[src/rtl/ooop_types.sv]
// Shared core-wide types and sizing for the out-of-order pipeline.
// Holds the ROB sizing and the modular ring distance used by tag logic.
package ooop_types;

  localparam int ROB_DEPTH = 8;
  localparam int ROB_W     = $clog2(ROB_DEPTH);

  // Distance from b forward to a around the tag ring.
  function automatic logic [ROB_W-1:0] ring_dist(input logic [ROB_W-1:0] a,
                                                 input logic [ROB_W-1:0] b);
    return a - b;
  endfunction

endpackage

[src/rtl/rob_age_mask.sv]
// Combinational mask of the ring window [start, start+count) with wraparound.
// Recovery uses it to select every tag younger than the surviving branch.
module rob_age_mask #(
  parameter  int ROB_DEPTH = ooop_types::ROB_DEPTH,
  localparam int ROB_W     = $clog2(ROB_DEPTH)
) (
  input  logic [ROB_W-1:0]     start,
  input  logic [ROB_W-1:0]     count,
  output logic [ROB_DEPTH-1:0] mask
);

  // A tag is inside the window when its forward offset from start is below count.
  for (genvar i = 0; i < ROB_DEPTH; i++) begin : g_bit
    logic [ROB_W-1:0] offset;
    assign offset  = ROB_W'(i) - start;
    assign mask[i] = (offset < count);
  end

endmodule

[src/rtl/rob_tag_ctrl.sv]
// In-order ROB tag allocator: circular allocation pointer plus a busy bit per tag.
// Commit frees single tags, branch recovery reclaims younger tags, flush clears all.
module rob_tag_ctrl #(
  parameter  int ROB_DEPTH = ooop_types::ROB_DEPTH,
  localparam int ROB_W     = $clog2(ROB_DEPTH)
) (
  input  logic             clk,
  input  logic             rst_n,
  input  logic             flush_i,
  input  logic             recover_i,
  input  logic [ROB_W-1:0] recover_tag_i,
  input  logic             alloc_i,
  output logic             tag_ok_o,
  output logic [ROB_W-1:0] rob_tag_o,
  input  logic             free_i,
  input  logic [ROB_W-1:0] free_tag_i,
  output logic [ROB_W:0]   inflight_o,
  output logic             empty_o
);

  logic [ROB_W-1:0]     ptr_q, ptr_d;
  logic [ROB_DEPTH-1:0] busy_q, busy_d;
  logic [ROB_W-1:0]     rec_start, rec_count;
  logic [ROB_DEPTH-1:0] rec_mask;
  logic [ROB_W:0]       busy_cnt;

  // The branch itself survives, so reclamation starts one past it and runs up to ptr_q.
  assign rec_start = recover_tag_i + 1'b1;
  assign rec_count = ptr_q - rec_start;

  rob_age_mask #(
    .ROB_DEPTH (ROB_DEPTH)
  ) u_age_mask (
    .start (rec_start),
    .count (rec_count),
    .mask  (rec_mask)
  );

  assign tag_ok_o   = !busy_q[ptr_q];
  assign rob_tag_o  = ptr_q;
  assign inflight_o = busy_cnt;
  assign empty_o    = (busy_q == '0);

  always_comb begin
    busy_cnt = '0;
    for (int i = 0; i < ROB_DEPTH; i++) begin
      busy_cnt = busy_cnt + (ROB_W+1)'(busy_q[i]);
    end
  end

  // Flush beats recover beats alloc; a commit free is layered on top of whichever wins.
  always_comb begin
    busy_d = busy_q;
    ptr_d  = ptr_q;
    if (flush_i) begin
      busy_d = '0;
      ptr_d  = '0;
    end else begin
      if (recover_i) begin
        busy_d = busy_q & ~rec_mask;
        ptr_d  = rec_start;
      end else if (alloc_i && tag_ok_o) begin
        busy_d[ptr_q] = 1'b1;
        ptr_d         = ptr_q + 1'b1;
      end
      if (free_i) begin
        busy_d[free_tag_i] = 1'b0;
      end
    end
  end

  always_ff @(posedge clk) begin
    if (!rst_n) begin
      ptr_q  <= '0;
      busy_q <= '0;
    end else begin
      ptr_q  <= ptr_d;
      busy_q <= busy_d;
    end
  end

  // Rename must only fire when the head tag is free, and commit must only retire live tags.
  a_alloc_when_ok: assert property (@(posedge clk) disable iff (!rst_n)
    (alloc_i && !flush_i && !recover_i) |-> tag_ok_o);

  a_free_busy_tag: assert property (@(posedge clk) disable iff (!rst_n)
    (free_i && !flush_i) |-> busy_q[free_tag_i]);

endmodule

[config.mk]
export PLATFORM = sky130hd
export DESIGN_NAME = rob_tag_ctrl
export DESIGN_NICKNAME = d
export VERILOG_FILES = /design/src/rtl/ooop_types.sv /design/src/rtl/rob_age_mask.sv /design/src/rtl/rob_tag_ctrl.sv
export SDC_FILE = /design/constraint.sdc
export NUM_CORES = 1
export LEC_CHECK = 0
export CORE_AREA = 2 2 63 65
export CTS_CLUSTER_SIZE = 28
export DETAILED_ROUTE_END_ITERATION = 8
export DIE_AREA = 0 0 65 67
export GPL_TIMING_DRIVEN = 0
export HOLD_SLACK_MARGIN = 0.02
export PLACE_DENSITY = 0.55
export SYNTH_ARGS = -nofsm -noshare
export SYNTH_HDL_FRONTEND = slang
export SYNTH_SLANG_ARGS = --single-unit
export TNS_END_PERCENT = 1
[constraint.sdc]
create_clock -name clk -period 4.65 [get_ports clk]
set_input_delay 0.93 -clock clk [delete_from_list [all_inputs] [get_ports clk]]
set_output_delay 0.93 -clock clk [all_outputs]
set_load 0.005 [all_outputs]
After elaboration in Yosys (flattened, before gate mapping):

Cells that the tools add are included.

* register bits: 11
* input bits: 12
* output and inout bits: 9
* word-level logic and storage cells: 57

* add/subtract/negate cells: 18
* magnitude comparators: 12
* muxes and demuxes: 12
* bitwise logic cells: 6
* reduce and logical (&&, ||, !) cells: 7

Operators with widths (count)
* $mux W8: 4
* $lt A3 B3 Y1: 8
* $add A4 B1 Y4: 4
* $and A8 B8 Y8: 2
* $not A8 Y8: 2
* $sub A3 B3 Y3 const A: 4
* $logic_not A8 Y1: 1
* $lt A3 B4 Y1 const B: 2
* $or A8 B8 Y8: 1
* $add A3 B1 Y3 const B: 2
* $demux W1 S3: 2
* $ge A3 B1 Y1 const B: 2
* $mux W3: 2
* $sub A1 B3 Y3 const A: 2
* $sub A2 B3 Y3 const A: 2
* $add A3 B1 Y4: 1
* $add A2 B1 Y3: 1
* $bmux W1 S3: 1
* $logic_and A1 B1 Y1: 3
* $mux W1: 3
* $sub A3 B3 Y3: 1
* $add A1 B1 Y2: 1
* $reduce_bool A2 Y1: 1
* $reduce_or A2 Y1: 1
* 2 further kinds: 2

Longest topological paths before layout:

Gate-level depths: netlist of the first run.

* depth in word-level cells: 10
* gate-level depth with buffers: 14
* mapped depth without buffers: 13

Modules after synthesis:

Synthesis of the first run repeated with hierarchy kept, for this count alone.

* cells, all modules: 167
* area total of the unflattened synthesis: 1417.6 um^2

Modules (own cells, without submodules)
* rob_tag_ctrl: times used 1, cells an instance 122, area each 1054.8 um^2, seq. area each 220.2 um^2
* rob_age_mask: times used 1, cells an instance 45, area each 362.8 um^2, seq. area each 0.0 um^2

Least setup slack after synthesis of the first run:

No wires, ideal clock.

* path type: register to output
* start: register busy_q[0]
* end: output port inflight_o[2]
* arrival time: 2568 ps
* required time: 3720 ps
* setup slack: 1152 ps
* cell stages (with the launch flop): 9
* path buffers: 0
* cell sequence: dfxtp_1 > fa_1 > inv_1 > fa_1 > fa_1 > inv_1 > ha_1 > fa_1 > xor2_1

* longest elaborated chain between the ends: 7

RTL lines
* start, declared: line rob_tag_ctrl.sv:22 `logic [ROB_DEPTH-1:0] busy_q, busy_d;`
* start signal, assigned: line rob_tag_ctrl.sv:78 `busy_q <= busy_d;`
* $add A1 B1 Y2: line rob_tag_ctrl.sv:47 `busy_cnt = busy_cnt + (ROB_W+1)'(busy_q[i]);`
* $add A2 B1 Y3: line rob_tag_ctrl.sv:47
* $add A3 B1 Y4: line rob_tag_ctrl.sv:47
* $add A4 B1 Y4 (4 in a row): line rob_tag_ctrl.sv:47
* end, declared: line rob_tag_ctrl.sv:17 `output logic [ROB_W:0] inflight_o,`

No other way between the ends.

Worst setup path after layout of the first run:

Same ends and word-level chain as after synthesis.

==> results of run 1 <==
[routing by layer]
metal / track usage, % / part of all wire (%) / routed length [µm]
met1: 23.06 / 50 / 1639
met2: 27.71 / 45 / 1455
met3: 2.027 / 3.2 / 105
met4: 6.383 / 1.7 / 57
met5: 0 / 0 / 0
[cell families after synthesis]
group                    count (synthesis)  synth area share (%)
AND/OR/NAND/NOR                         48                 19.66
AO/OA/AOI/OAI                           41                 25.05
buffers and inverters                   25                 8.317
adder cells (fa/ha/maj)                 17                 18.34
flip-flops                              11                 16.64
XOR/XNOR                                10                 7.751
multiplexers                             5                 4.253
[power by group through the flow]
stage	clock network (mW)	logic, mW	registers [mW]
global route	0.107	0.157	0.0988
detailed placement	0	0.136	0.100
global placement	0	0.134	0.100
finish	0.100	0.139	0.0984
CTS	0.103	0.137	0.0984
floorplan	0	0.0960	0.100
[path summary, 6_finish.rpt]
check,start,to,slack (ns),depth (start not counted)
worst min-delay path,busy_q[7],busy_q[7],0.50,2
worst max-delay path,busy_q[0],inflight_o[2],0.33,9
worst max register to register,rob_tag_o[0],busy_q[4],1.80,11
worst min register to register,busy_q[7],busy_q[7],0.50,2
[area by class of cell]
cell class	count	area [µm²]
sequential	11	220.2
fill	368	1977
timing repair buffer	20	200.2
clock buffer	4	45.04
tap	48	60.06
inverter	19	71.32
multi-input combinational	121	993.5
buffer	6	38.79
[cells in the final DEF (no fill, tap or decap), types with 3 or more instances in the layout]
master and count:
a211oi_1 3, clkbuf_1 4, a21oi_1 10, nor3_1 5
dfxtp_1 11, clkdlybuf4s50_1 20, nor2_1 14, nor2b_1 4
o21ai_0 3, xor2_1 4, clkbuf_8 3, nand2_1 7
inv_1 19, xnor2_1 4, mux2i_1 3, fa_1 4
a31oi_1 3, ha_1 13, a41oi_1 4
[through the flow]
stage | utilization (%) | instances | setup WS [ns] | cell area, µm²
6_report | 45.18 | 229 | 0.3280 | 1629
5_1_grt | 45.18 | 229 | 0.1982 | 1629
4_1_cts | 45.18 | 229 | 0.3129 | 1629
3_5_place_dp | 43.93 | 225 | 0.5069 | 1584
3_3_place_gp | 43.93 | 225 | 0.5745 | 1584
2_1_floorplan | - | 157 | 1.152 | 1324
[Yosys cell counts, types with 2 or more instances]
| library cell | number |
|---|---|
| clkbuf_1 | 3 |
| or3_1 | 2 |
| xor2_1 | 4 |
| fa_1 | 4 |
| nor3_1 | 5 |
| a31oi_1 | 3 |
| inv_1 | 19 |
| o2bb2ai_2 | 2 |
| nand2_1 | 7 |
| a31o_2 | 2 |
| nor2b_1 | 4 |
| nor2_1 | 14 |
| a211oi_1 | 3 |
| mux2i_1 | 3 |
| buf_6 | 2 |
| nand4b_1 | 2 |
| nand3_1 | 2 |
| xnor2_1 | 4 |
| dfxtp_1 | 11 |
| ha_1 | 13 |
| nand2b_1 | 2 |
| o21ai_0 | 3 |
| nand4_1 | 2 |
| a41oi_1 | 4 |
| a21o_1 | 2 |
| a21oi_1 | 10 |
[flip-flops by register name, summed over array words and instances (netlist names)]
signal	flops
rob_tag_o	3
busy_q	8
[critical path, stage by stage (launching register included)]
cell             delay, ns
dfxtp_1               0.36
fa_1                  0.54
inv_1                 0.05
fa_1                  0.45
fa_1                  0.49
inv_1                 0.04
ha_1                  0.20
fa_1                  0.38
xor2_1                0.13
clkdlybuf4s50_1       0.51
==> reports/results.ini, run 1 <==
[placement]
gp_congestion=0.8074
io_buffers=20
hpwl_um=2608

[detailed_routing]
drtPass1Iterations=4
wl_per_cell_um=14.23
wl_um=3258
route.detailed.drc=0
via_per_inst=5.336
first_iter_violations=38
vias=1222
antenna_left=0

[sta]
fin_skew_ns=0.003062
grt_setup_unrepaired=false
fmaxAchievable_mhz=231.4
finalSetupViolCount=0
period_minus_slack_ns=4.322
fin_crit_sh_pct=92.95
holdWs_ns=0.5050
relSlewSlack_pct=63.40
hold_violations=0
finalSetupTns_ns=0
worst_slew_pin_slew_ns=0.5490
drv_slew=0

[synthesis]
synthCells=157
synth_edf_count=0
synth_cell_type_count=51
synthArstFlopShare_pct=0
yosys_warnings=0
syn_area_mm2=0.001324
yosysTopAreaCellShare_pct=16.64
ys.flop_type=dfxtp_1
ys_seq_area_share_pct=16.64
ys_ff_latch=11
yosys.area.top_type=dfxtp_1
synth_area_per_cell_um2=8.432
syn_nets=186
ys_top_cells_by_area=dfxtp_1 17%, ha_1 12%, fa_1 6.0%

[floorplan]
coreArea_mm2=0.003606
initial_core_util_pct=36.71
die_h_um=67
rows=22
chipWidth_um=65
num_io_pins=21
design.die.area_mm2=0.004355

[critical_path]
required_ns=3.72
arrival_ns=3.39
crit_type=reg -> out
start_kind=flop
crit_path_max_fanout=4
endpoint_kind=output pin

[grt]
grt_pass1_wl_um=5658
grt_pass1_vias=1238
antenna_found_initial=0
grt_overflow=0
gr-usage-all-layers_pct=17.06
grt_start_max_net_pins=11

[pwr]
ir_drop_mv=0.08063
sw_frac_of_total_pct=35.95
combPwrFrac_pct=41.1
leakage_nw=0.6591
switching_power_uw=121.3
internal_power_uw=216.0
seqPwrFrac_pct=29.2
p_per_area_mw_per_mm2=207.0
power.total_uw=337.3
p_clk_share_pct=29.7

[finish]
area_growth_pct=23.06
antennaDiodeCount=0
nets=211
layout-drive-gt1-share_pct=11.05

[run_status]
status=completed

[clock_network]
cts_tree=done
cts.reportedPaths.clkPinSlew_ns=0.05
cts.sinks=11
ctsResizeCount=0
cts_setup_buffers=0
cts_max_path_buffers=2
htreeDepth=1
clock_latency_ns=0.24
clock-root-buffer=clkbuf_8
cts_hold_buffers=0
cts_buffers=3

[hold_path]
hold_path_class=reg -> reg

[flow_run]
max-cap-violations=0

(Power assumes the default switching activity.)
==> inputs of run 2 (changes only) <==
- CTS_BUF_LIST: not set -> sky130_fd_sc_hd__clkbuf_8
- SLEW_MARGIN: not set -> 20
==> run 2 against run 1 <==
Hold slack about the same; sequential share of layout area unchanged; total power down 0.80%; via count down 0.49%; critical path type unchanged; routed wire length about the same; clock skew down 0.00071 ns; critical endpoint unchanged; register-to-register slack about the same.
==> reports/results.ini, run 2 (synthesized netlist as in run 1, its figures left out) <==
[sta]
grt_setup_unrepaired=false
relSlewSlack_pct=63.48
period_minus_slack_ns=4.322
finalSetupTns_ns=0
finalSetupViolCount=0
drv_slew=0
hold_violations=0
fmaxAchievable_mhz=231.4
worst_slew_pin_slew_ns=0.5478
fin_skew_ns=0.002350
fin_crit_sh_pct=92.96

[clock_network]
htreeDepth=1
cts_tree=done
cts_buffers=3
cts.reportedPaths.clkPinSlew_ns=0.05
cts_max_path_buffers=2
cts.sinks=11
ctsResizeCount=0
clock-root-buffer=clkbuf_8
cts_setup_buffers=0
clock_latency_ns=0.24
cts_hold_buffers=0

[finish]
nets=211
largest_reg_flops=8
area_growth_pct=23.06
layoutNonFillerInstCount=229
antennaDiodeCount=0
layout_common_cells=20 x inv_1, 20 x clkdlybuf4s50_1, 14 x nor2_1, 13 x ha_1, 11 x dfxtp_1
final_core_util_pct=45.18
layout-drive-gt1-share_pct=11.05
largest_register=busy_q

[detailed_routing]
vias=1216
first_iter_violations=36
drtPass1Iterations=4
via_per_inst=5.310
wl_per_cell_um=14.23
wl_um=3259
antenna_left=0
route.detailed.drc=0

[placement]
io_buffers=20
placed_cells=225
gp_congestion=0.8074
hpwl_um=2608

[grt]
antenna_found_initial=0
grt_pass1_wl_um=5658
grt_pass1_vias=1238
grt_start_max_net_pins=11
grt_overflow=0
gr-usage-all-layers_pct=17.06

[floorplan]
design.die.area_mm2=0.004355
chipWidth_um=65
die_h_um=67
rows=22
num_io_pins=21
initial_core_util_pct=36.71
coreArea_mm2=0.003606

[run_status]
status=completed

[flow_run]
max-cap-violations=0

[critical_path]
crit_path_max_fanout=4
endpoint_kind=output pin
required_ns=3.72
start_kind=flop
arrival_ns=3.39
crit_type=reg -> out

[pwr]
ir_drop_mv=0.08069
p_per_area_mw_per_mm2=205.4
leakage_nw=0.6633

[hold_path]
hold_path_class=reg -> reg

[run 2: cell types whose count changed in the layout (fill, tap and decap cells not counted), sizes merged]
| cell | delta |
|---|---|
| inv | +1 |
| clkbuf | -1 |
[run 2: worst paths after layout]
| check | start | end | slack, ns | cells after the start |
|---|---|---|---|---|
| max | busy_q[0] | inflight_o[2] | 0.33 | 9 |
| min reg2reg | busy_q[7] | busy_q[7] | 0.51 | 2 |
| max reg2reg | rob_tag_o[0] | busy_q[4] | 1.80 | 11 |
| min | busy_q[7] | busy_q[7] | 0.51 | 2 |
[run 2: through the flow]
stage | cell area (µm²) | hold slack, ns | setup WS, ns | power [mW]
floorplan | 1324 | 0.4488 | 1.152 | 0.1963
global placement | 1584 | 0.4722 | 0.5745 | 0.2346
detailed placement | 1584 | 0.5016 | 0.5069 | 0.2369
CTS | 1629 | 0.5093 | 0.3129 | 0.3366
global route | 1629 | 0.5547 | 0.1982 | 0.3607
finish | 1629 | 0.5053 | 0.3275 | 0.3346
[run 2: critical path, cell delays in order, from the launching register on]
cell	delay [ns]
dfxtp_1	0.36
fa_1	0.54
inv_1	0.05
fa_1	0.45
fa_1	0.49
inv_1	0.04
ha_1	0.20
fa_1	0.38
xor2_1	0.13
clkdlybuf4s50_1	0.51
[run 2: area by class of cell]
| type | count | area (µm²) |
|---|---|---|
| Tap cell | 48 | 60.06 |
| Timing Repair Buffer | 20 | 200.2 |
| Clock buffer | 3 | 41.29 |
| Multi-Input combinational cell | 121 | 993.5 |
| Fill cell | 368 | 1977 |
| Clock inverter | 1 | 3.754 |
| Buffer | 6 | 38.79 |
| Sequential cell | 11 | 220.2 |
| Inverter | 19 | 71.32 |
[run 2: routing by layer]
layer  up-vias  wire length, µm  global-route usage, %
met5         -                0                      0
met4         0               57                  6.383
met3         5              101                  2.027
met2        23             1464                  27.71
met1       572             1636                  23.06
li1        616                -                      -
[run 2: report_power, final]
part	switching (mW)	internal, mW
Clock	0.0395	0.0583
Combinational	0.0791	0.0592
Sequential	0.00213	0.0963
Total	0.121	0.214
==> inputs of run 3 (changes only) <==
- ABC_CLOCK_PERIOD_IN_PS: not set -> 4650
- PLACE_DENSITY: 0.55 -> 0.58
==> run 3 against run 2 <==
Maximum frequency shrank 0.67%; routed wire length down 3.8%; combinational power hardly changed; first-iteration DRC count fell by 25%; critical endpoint unchanged.
==> reports/results.ini, run 3 (synthesized netlist as in run 1, its figures left out) <==
[detailed_routing]
dr_wl_met2_um=1518
via_per_inst=5.328
wl_per_cell_um=13.69
routedLengthMet1_um=1434
wl_um=3136
wl_met3_um=128
route.detailed.drc=0
antenna_left=0
vias=1220
first_iter_violations=27
dr.max_layer_used=met4
drtPass1Iterations=4

[floorplan]
die_h_um=67
chipWidth_um=65
num_io_pins=21
coreArea_mm2=0.003606
initial_core_util_pct=36.71
rows=22
design.die.area_mm2=0.004355

[sta]
relSlewSlack_pct=65.58
fmaxAchievable_mhz=229.8
drv_slew=0
worst_slew_pin_slew_ns=0.5163
hold_violations=0
fin_crit_sh_pct=93.58
period_minus_slack_ns=4.351
finalSetupTns_ns=0
finalSetupViolCount=0
grt_setup_unrepaired=false
fin_skew_ns=0.0005475

[clock_network]
htreeDepth=1
ctsResizeCount=0
cts_max_path_buffers=2
cts_buffers=3
cts_setup_buffers=0
cts_tree=done
cts.sinks=11
clock-root-buffer=clkbuf_8
cts.reportedPaths.clkPinSlew_ns=0.05
cts_hold_buffers=0
clock_latency_ns=0.24

[finish]
area_growth_pct=23.06
layout_common_cells=20 x inv_1, 20 x clkdlybuf4s50_1, 14 x nor2_1, 13 x ha_1, 11 x dfxtp_1
final_core_util_pct=45.18
largest_reg_flops=8
nets=211
layoutNonFillerInstCount=229
largest_register=busy_q
antennaDiodeCount=0
layout-drive-gt1-share_pct=11.05

[placement]
hpwl_um=2610
gp_congestion=0.8298
placed_cells=225
io_buffers=20

[pwr]
p_per_area_mw_per_mm2=203.5
internal_power_uw=213.5
ir_drop_mv=0.1018
p_clk_share_pct=28.9
combPwrFrac_pct=41.4
switching_power_uw=118.0
seqPwrFrac_pct=29.7
sw_frac_of_total_pct=35.59
leakage_nw=0.6633

[grt]
grt_pass1_vias=1137
grt_overflow=0
grt_start_max_net_pins=11
antenna_found_initial=0
grt_pass1_wl_um=5444
gr-usage-all-layers_pct=15.98

[critical_path]
start_kind=flop
required_ns=3.72
crit_path_max_fanout=4
arrival_ns=3.42
crit_type=reg -> out
endpoint_kind=output pin

[run_status]
status=completed

[flow_run]
max-cap-violations=0

[hold_path]
hold_path_class=reg -> reg

==> run 3: power by group through the flow <==
stage,clock [mW],sequential [mW],combinational (mW)
CTS,0.0957,0.0986,0.138
floorplan,0,0.100,0.0960
detailed placement,0,0.101,0.137
global placement,0,0.100,0.135
global route,0.100,0.0989,0.155
finish,0.0958,0.0986,0.137
==> run 3: worst paths after layout <==
| path | startpoint | end | slack (ns) | cells past startpoint |
|---|---|---|---|---|
| worst max register to register | rob_tag_o[0] | busy_q[4] | 1.91 | 11 |
| worst min-delay path | busy_q[7] | busy_q[7] | 0.50 | 2 |
| worst min register to register | busy_q[7] | busy_q[7] | 0.50 | 2 |
| worst max-delay path | busy_q[0] | inflight_o[2] | 0.30 | 9 |
==> run 3: cell type report <==
class                      count  area, µm²
buffer                         6      38.79
clock buffer                   3      41.29
clock inverter                 1      3.754
fill                         369       1977
inverter                      19      71.32
multi-input combinational    121      993.5
sequential                    11      220.2
tap                           48      60.06
timing repair buffer          20      200.2
==> run 3: worst max-delay path: stages, from the launching register on <==
cell and delay (ns):
dfxtp_1 0.36, fa_1 0.54, inv_1 0.05, fa_1 0.45, fa_1 0.49, inv_1 0.04
ha_1 0.20, fa_1 0.38, xor2_1 0.15, clkdlybuf4s50_1 0.52
==> run 3: per-layer routing <==
metal,up-vias,track usage [%]
met5,-,0
met4,0,5.585
met3,5,0.5068
met2,26,28.22
met1,575,20.77
li1,614,-
==> run 3: stage by stage <==
step | instance area [µm²] | hold WS, ns | total power, mW | setup WS (ns)
floorplan | 1324 | 0.4488 | 0.1963 | 1.152
global placement | 1584 | 0.4768 | 0.2358 | 0.5731
detailed placement | 1584 | 0.4786 | 0.2373 | 0.5200
CTS | 1629 | 0.4841 | 0.3320 | 0.2631
global route | 1629 | 0.5356 | 0.3547 | 0.1757
finish | 1629 | 0.4983 | 0.3315 | 0.2985
